File: config.mk
export PLATFORM = sky130hd
export DESIGN_NAME = store_monitor
export DESIGN_NICKNAME = d
export VERILOG_FILES = /design/src/rtl/store_monitor.sv
export SDC_FILE = /design/constraint.sdc
export NUM_CORES = 1
export LEC_CHECK = 0
export ABC_AREA = 1
export CAP_MARGIN = 10
export CORE_ASPECT_RATIO = 1.2
export CORE_UTILIZATION = 38
export CTS_BUF_LIST = sky130_fd_sc_hd__clkbuf_16
export CTS_CLUSTER_SIZE = 16
export DETAILED_ROUTE_END_ITERATION = 12
export GPL_TIMING_DRIVEN = 0
export PLACE_DENSITY = 0.84
export SYNTH_ARGS = -nofsm -noshare
export SYNTH_HDL_FRONTEND = slang
export SYNTH_SLANG_ARGS = --single-unit
File: constraint.sdc
create_clock -name clk -period 1.4 [get_ports clk]
set_input_delay 0.28 -clock clk [delete_from_list [all_inputs] [get_ports clk]]
set_output_delay 0.28 -clock clk [all_outputs]
set_load 0.02 [all_outputs]
File: src/rtl/store_monitor.sv
// store_monitor: watches the memory-stage store port of a pipelined processor
// and ends the run on the first store to EXP_ADR, grading the stored value.
// A run-cycle budget (TIMEOUT) ends the run if that store never arrives.
//
// Ports:
//   clk          in   1   rising-edge clock
//   reset        in   1   synchronous, active-low reset
//   MemWriteM    in   1   memory-stage write enable
//   DataAdrM     in   32  memory-stage store address
//   WriteDataM   in   32  memory-stage store data
//   state        out  2   00 RUN, 01 PASS, 10 FAIL, 11 TIMEOUT
//   done         out  1   high in any terminal state
//   pass         out  1   high only in PASS
//   store_count  out  8   stores seen while running (saturating)
//   cycle_count  out  16  edges spent in RUN
//   last_adr     out  32  address of the latest captured store
//   last_data    out  32  data of the latest captured store
module store_monitor #(
  parameter logic [31:0] EXP_ADR  = 32'd100,
  parameter logic [31:0] EXP_DATA = 32'd7,
  parameter logic [15:0] TIMEOUT  = 16'd25
) (
  input  logic        clk,
  input  logic        reset,
  input  logic        MemWriteM,
  input  logic [31:0] DataAdrM,
  input  logic [31:0] WriteDataM,
  output logic [1:0]  state,
  output logic        done,
  output logic        pass,
  output logic [7:0]  store_count,
  output logic [15:0] cycle_count,
  output logic [31:0] last_adr,
  output logic [31:0] last_data
);

  localparam int unsigned ADR_W   = 32;
  localparam int unsigned DATA_W  = 32;
  localparam int unsigned STORE_W = 8;
  localparam int unsigned CYCLE_W = 16;

  typedef enum logic [1:0] {
    ST_RUN     = 2'b00,
    ST_PASS    = 2'b01,
    ST_FAIL    = 2'b10,
    ST_TIMEOUT = 2'b11
  } stateT;

  stateT currState;

  logic adrHit;
  logic lastRunCycle;

  // Address match only matters when qualified by a write in RUN.
  assign adrHit       = MemWriteM && (DataAdrM == EXP_ADR);
  assign lastRunCycle = (cycle_count == CYCLE_W'(TIMEOUT - 16'd1));

  assign state = currState;

  // Monitor FSM and bookkeeping; terminal states freeze everything until reset.
  always_ff @(posedge clk) begin
    if (!reset) begin
      currState   <= ST_RUN;
      done        <= 1'b0;
      pass        <= 1'b0;
      store_count <= '0;
      cycle_count <= '0;
      last_adr    <= '0;
      last_data   <= '0;
    end else if (currState == ST_RUN) begin
      cycle_count <= cycle_count + CYCLE_W'(1);

      if (MemWriteM) begin
        last_adr  <= ADR_W'(DataAdrM);
        last_data <= DATA_W'(WriteDataM);
        if (store_count != {STORE_W{1'b1}}) begin
          store_count <= store_count + STORE_W'(1);
        end
      end

      // A graded store wins over the timeout landing on the same edge.
      if (adrHit) begin
        done <= 1'b1;
        if (WriteDataM == EXP_DATA) begin
          currState <= ST_PASS;
          pass      <= 1'b1;
        end else begin
          currState <= ST_FAIL;
          pass      <= 1'b0;
        end
      end else if (lastRunCycle) begin
        currState <= ST_TIMEOUT;
        done      <= 1'b1;
        pass      <= 1'b0;
      end
    end
  end

endmodule

==> results of run 1 <==
stage by stage:
stage	cells	hold WS, ns	power (mW)
finish	825	0.253	6.01
global route	825	0.259	6.25
CTS	818	0.281	6.01
detailed placement	793	0.468	3.95
global placement	793	0.447	3.92
floorplan	513	0.408	3.35
flip-flops by register name, summed over array words and instances, names as in the netlist:
name	cells
last_data	32
pass	1
store_count	8
last_adr	32
state	2
done	1
cycle_count	16
cell usage in the layout (no fill, tap or decap), drive strengths merged, types with 9 or more instances in the layout:
cell	synthesis	layout
a21oi	41	41
nor3	9	9
nor2	145	145
nand2	43	43
o21ai	79	79
inv	50	52
buf	12	29
dfxtp	92	92
clkdlybuf4s50	0	60
dlygate4sd2	0	85
clkbuf	10	24
nand3	15	15
cells by family after synthesis:
group,count (synthesis)
flip-flops,92
XOR/XNOR,2
buffers and inverters,74
AND/OR/NAND/NOR,220
AO/OA/AOI/OAI,122
adder cells (fa/ha/maj),3
layer usage:
metal  GRT usage  vias to the layer above
met5           0                        -
met4       0.106                        0
met3      0.0658                       23
met2       0.418                      169
met1       0.256                     1893
li1            -                     2027
power groups by stage:
stage          clock (mW)  combinational, mW  sequential (mW)
2_1_floorplan           0              0.279             3.07
3_3_place_gp            0               1.03             2.90
3_5_place_dp            0               1.05             2.90
4_1_cts              2.16               1.00             2.84
5_1_grt              2.26               1.12             2.86
6_report             2.12               1.04             2.85
critical path: stages (launching register included):
cell and delay (ns):
dfxtp_4 0.37, inv_2 0.07, ha_2 0.17, nand4_1 0.10, nor2_2 0.15, nand3_2 0.10
o21ai_4 0.11, a21oi_1 0.11, nor2_1 0.17
timing repair:
item / CTS / global route
cloned: 0 / 1
pin swaps: 18 / 24
buffers inserted: 11 / 6
gates resized for setup: 136 / 68
setup endpoints to repair: 168 / 86
how the worst max path moves through the flow:
stage / to / slack, ns
floorplan: cycle_count[15] / 0.008
global placement: last_data[30] / -0.44
detailed placement: last_adr[7] / -0.48
CTS: cycle_count[14] / -0.05
global route: done / -0.1
finish: done / -0.04
synthesized netlist by cell type (3+ instances only):
cell type    n  area, sq um
ha_1         3         37.5
clkbuf_1    10         37.5
nor2_4       3         33.8
buf_2       12         60.1
inv_2        3         11.3
nor2_1     140          526
o21ai_0     78          390
nor3_1       6         30.0
dfxtp_1     92         1840
nand2_1     41          154
inv_1       47          176
a21oi_1     41          205
nand4_1      5         31.3
nand3_1     14         70.1
area by class of cell:
type / instances / area (sq um) / share of cell area
inverters: 52 / 210 / 0.0348
clock buffers: 9 / 225 / 0.0373
well taps: 123 / 154 / 0.0255
clock inverters: 5 / 23.8 / 0.00394
repair buffers: 175 / 1600 / 0.265
plain buffers: 22 / 158 / 0.0261
flip-flops and latches: 92 / 1860 / 0.308
multi-input cells: 347 / 1800 / 0.299
==> results.tsv, run 1 <==
metric	value	unit
status	complete, but fails checks	
violated checks	negative setup slack	
type of the worst setup path	flip-flop to flip-flop	
r2r endpoint	done	
DR top layer	met4	
CORE AREA	0.00956	sq mm
combinational power share	0.173	
post-synthesis simple-gate area fraction	0.256	
FMAX	692	MHz
Post-synth EDFFs	0	
worst slack, placed	-0.478	ns
Leakage	2.82	nW
Slew @ Worst Pin	0.596	ns
startpoint types	flip-flop	
H-tree Lvls	3	
clock latency on the worst-skew pair	0.33	ns
vias in the first global route	4075	
setup TNS	-0.0444	ns
DRC	0	
final layout net count	769	
Cell Area, Synth	0.00377	sq mm
final hold violation count	0	
clock transition at the registers of the reported paths	0.06	ns
Post-CTS Hold Buffers	0	
largest net degree at the start of global routing	14	
HP Class	input port to flip-flop	
first-pass iteration count of the detailed router	4	
Root Driver	clkbuf_16	
Initial Utilization	0.395	
Detailed Route Iter0 Violations	232	
global route overflow	0	
post-synthesis cell type count	26	
async set-reset flop share out of synthesis	0	
Vias	4112	
Cell Pwr Density	995	mW/mm^2
skew final	0.00612	ns
Yosys warnings	0	
final WL	12600	um
antenna diode count	0	
met2 routed WL	6500	um
TritonCTS buffer count	9	
Crit. Startpoint	cycle_count[0]	
Worst setup EP type	flip-flop	
CTS tree	built	
switching part of the total	0.269	
r2r worst-path depth	8	
routed vias/inst	4.98	
fin. max-slew vios	0	
remaining antenna violation count after routing	0	
Synth Area in Compound Gates	0.164	
Longest Clk Path Bufs	2	
initial antenna violation count	0	
Top FF cell, synth	dfxtp_1	
DP HPWL	8990	um
Hold EP	last_adr[5]	
chip width	93.0	um
WP data required	1.64	ns
Worst VDD drop	0.895	mV
FF+latch count, synth	92	
clock power share	0.353	
IO buf count	157	
multiplexer area fraction after synthesis	0	
Max-Cap Viols	0	
worst-path maximum fanout	4	
slew margin rel.	0.603	
Die Area	0.0103	sq mm
Synth-to-Final Area Change	59.9	%
sequential fraction of the synthesis area	0.488	
RSZ-0062 raised after global routing	true	
I/O pins	159	
num rows	39	
gp weighted congestion	0.820	
Tcrit/Tclk final	1.03	
Die H	111	um
Synth Area in Adders	0.00995	
Worst EP arrival	1.69	ns
Synthesized Nets	583	
Global Route Usage Sum	0.236	
largest family of logic cells by synthesized area	simple AND/OR/NAND/NOR gates	
P_sw	1.62	mW
first-pass GRT wire length	19200	um
final setup violating endpoints	1	
hold path depth	3	
area share of xor/xnor cells in the synthesized design	0.00464	
Syn Inst Count	513	
placed cell areas	0.00551	sq mm
Tmin final	1.44	ns
fin util	0.631	
DR WL met3	951	um
hold_sp	DataAdrM[5]	
FILL cells	861	
layout cells sized above 1	0.164	
Register-to-Register Setup Slack	-0.04	ns
TritonCTS Sinks	92	
M1 WL	4880	um
sequential power share	0.474	
Routed WL per cell	15.3	um
internal cell power	4.39	mW
mean post-synth cell area	7.36	sq um
Final Cell Area	0.00604	sq mm
RR Startpoint	cycle_count[0]	
setup ws final	-0.0444	ns
Note: power is estimated with default switching activity, not from simulation.
==> inputs of run 2 (changes only) <==
CORE_ASPECT_RATIO = unset   (was 1.2)
SLEW_MARGIN = 20   (was unset)
==> run 2 against run 1 <==
Against the previous run:
- the run still ends with negative setup slack left
- critical path depth unchanged
- hold slack improved by 0.0062 ns
- setup slack lost 0.025 ns
- critical endpoint is now state[1]
- largest cell class unchanged
==> results.tsv, run 2 (synthesized netlist as in run 1, its figures left out) <==
metric	value	unit
sequential power share	0.439	
Hold Slack	0.260	ns
largest stage delay on the critical path	0.37	ns
Cells after DPL	803	
Synth-to-Final Area Change	64.0	%
status	complete, but fails checks	
TritonCTS buffer count	9	
CTS tree	built	
clock transition at the registers of the reported paths	0.07	ns
fin cells	841	
combinational power share	0.162	
CORE AREA	0.00968	sq mm
antenna diode count	0	
Leakage	2.87	nW
P_sw	1.69	mW
internal cell power	4.79	mW
gp weighted congestion	0.837	
layout cells sized above 1	0.169	
RSZ-0062 raised after global routing	true	
HP Class	input port to flip-flop	
DRC	0	
clock latency on the worst-skew pair	0.33	ns
IO buf count	157	
TritonCTS Sinks	92	
Worst setup EP type	flip-flop	
Global Route Usage Sum	0.229	
initial antenna violation count	0	
final setup violating endpoints	10	
Max-Cap Viols	0	
chip width	102	um
H-tree Lvls	3	
final hold violation count	0	
remaining antenna violation count after routing	0	
type of the worst setup path	flip-flop to flip-flop	
routed vias/inst	4.96	
Tmin final	1.47	ns
most common cell after layout, fill and taps aside	nor2_1	
Die Area	0.0103	sq mm
Slew @ Worst Pin	0.561	ns
global route overflow	0	
setup TNS	-0.378	ns
clock power share	0.398	
final layout net count	773	
I/O pins	159	
vias in the first global route	3945	
WP buf/inv	1	
FMAX	681	MHz
violated checks	negative setup slack	
Worst path top cell family by delay	simple AND/OR/NAND/NOR gates	
Worst VDD drop	0.566	mV
slew margin rel.	0.626	
Cell Chain, Critical Path	inv_2 -> ha_4 -> nand4_1 -> nor2_2 -> nand3_2 -> o21ai_4 -> nand3_2 -> a21oi_2	
num rows	36	
Initial Utilization	0.390	
first-pass iteration count of the detailed router	5	
switching part of the total	0.260	
Routed WL per cell	15.2	um
startpoint types	flip-flop	
CP max-delay cell	dfxtp_4	
final WL	12800	um
setup ws final	-0.0691	ns
worst slack, placed	-0.488	ns
DP HPWL	8550	um
Worst EP arrival	1.72	ns
most used cell, CP	nand3_2	
largest net degree at the start of global routing	16	
Cell Pwr Density	1050	mW/mm^2
Tcrit/Tclk final	1.05	
fin. max-slew vios	0	
most frequent cells in the layout	122 x nor2_1, 88 x dlygate4sd2_1, 83 x dfxtp_1	
Longest Clk Path Bufs	2	
Vias	4174	
Root Driver	clkbuf_16	
skew final	0.00786	ns
worst-path maximum fanout	4	
largest registers	last_adr: 32 flops, last_data: 32 flops, cycle_count: 16 flops	
first-pass GRT wire length	18300	um
Die H	102	um
Detailed Route Iter0 Violations	217	
WP data required	1.65	ns
run 2: timing repair:
item | CTS | global route
cloned | 1 | 2
pin swaps | 8 | 30
hold buffers | 0 | 0
resized for setup | 139 | 72
endpoints found under the setup margin | 162 | 90
buffers inserted | 8 | 14
run 2: layer usage:
metal / part of all wire / global-route usage
met1: 0.39 / 0.264
met2: 0.51 / 0.407
met3: 0.067 / 0.0511
met4: 0.031 / 0.0959
met5: 0 / 0
run 2: cell type report:
cell class,count,area (sq um)
plain buffers,19,151
clock buffers,9,225
clock inverters,7,91.3
fillers,814,3490
inverters,52,213
multi-input cells,347,1830
flip-flops and latches,92,1870
well taps,133,166
repair buffers,182,1650
run 2: path summary, 6_finish.rpt:
check	from	endpoint	slack, ns	depth (start not counted)
min reg2reg	store_count[4]	store_count[4]	0.47	2
max	cycle_count[1]	state[1]	-0.07	8
max reg2reg	cycle_count[1]	state[1]	-0.07	8
min	DataAdrM[5]	last_adr[5]	0.26	3
run 2: worst register-to-register path, delay by kind of cell (launching register included):
kind | cells | cell delay [ns]
simple gates | 4 | 0.54
flops | 1 | 0.37
compound gates | 2 | 0.27
fa+ha+maj | 1 | 0.13
buf+inv | 1 | 0.08
run 2: stage by stage:
stage                     power [mW]   util  instance area, sq um
after global placement          3.92  0.570                  5520
after floorplan                 3.35      -                  3780
final                           6.48  0.639                  6190
after global routing            6.73  0.639                  6190
after CTS                       6.45  0.609                  5900
after detailed placement        3.95  0.570                  5520
run 2: power groups by stage:
stage / clock (mW) / combinational (mW) / sequential (mW)
CTS: 2.61 / 0.995 / 2.84
finish: 2.58 / 1.05 / 2.85
global route: 2.74 / 1.14 / 2.86
global placement: 0 / 1.02 / 2.90
detailed placement: 0 / 1.04 / 2.90
floorplan: 0 / 0.279 / 3.07
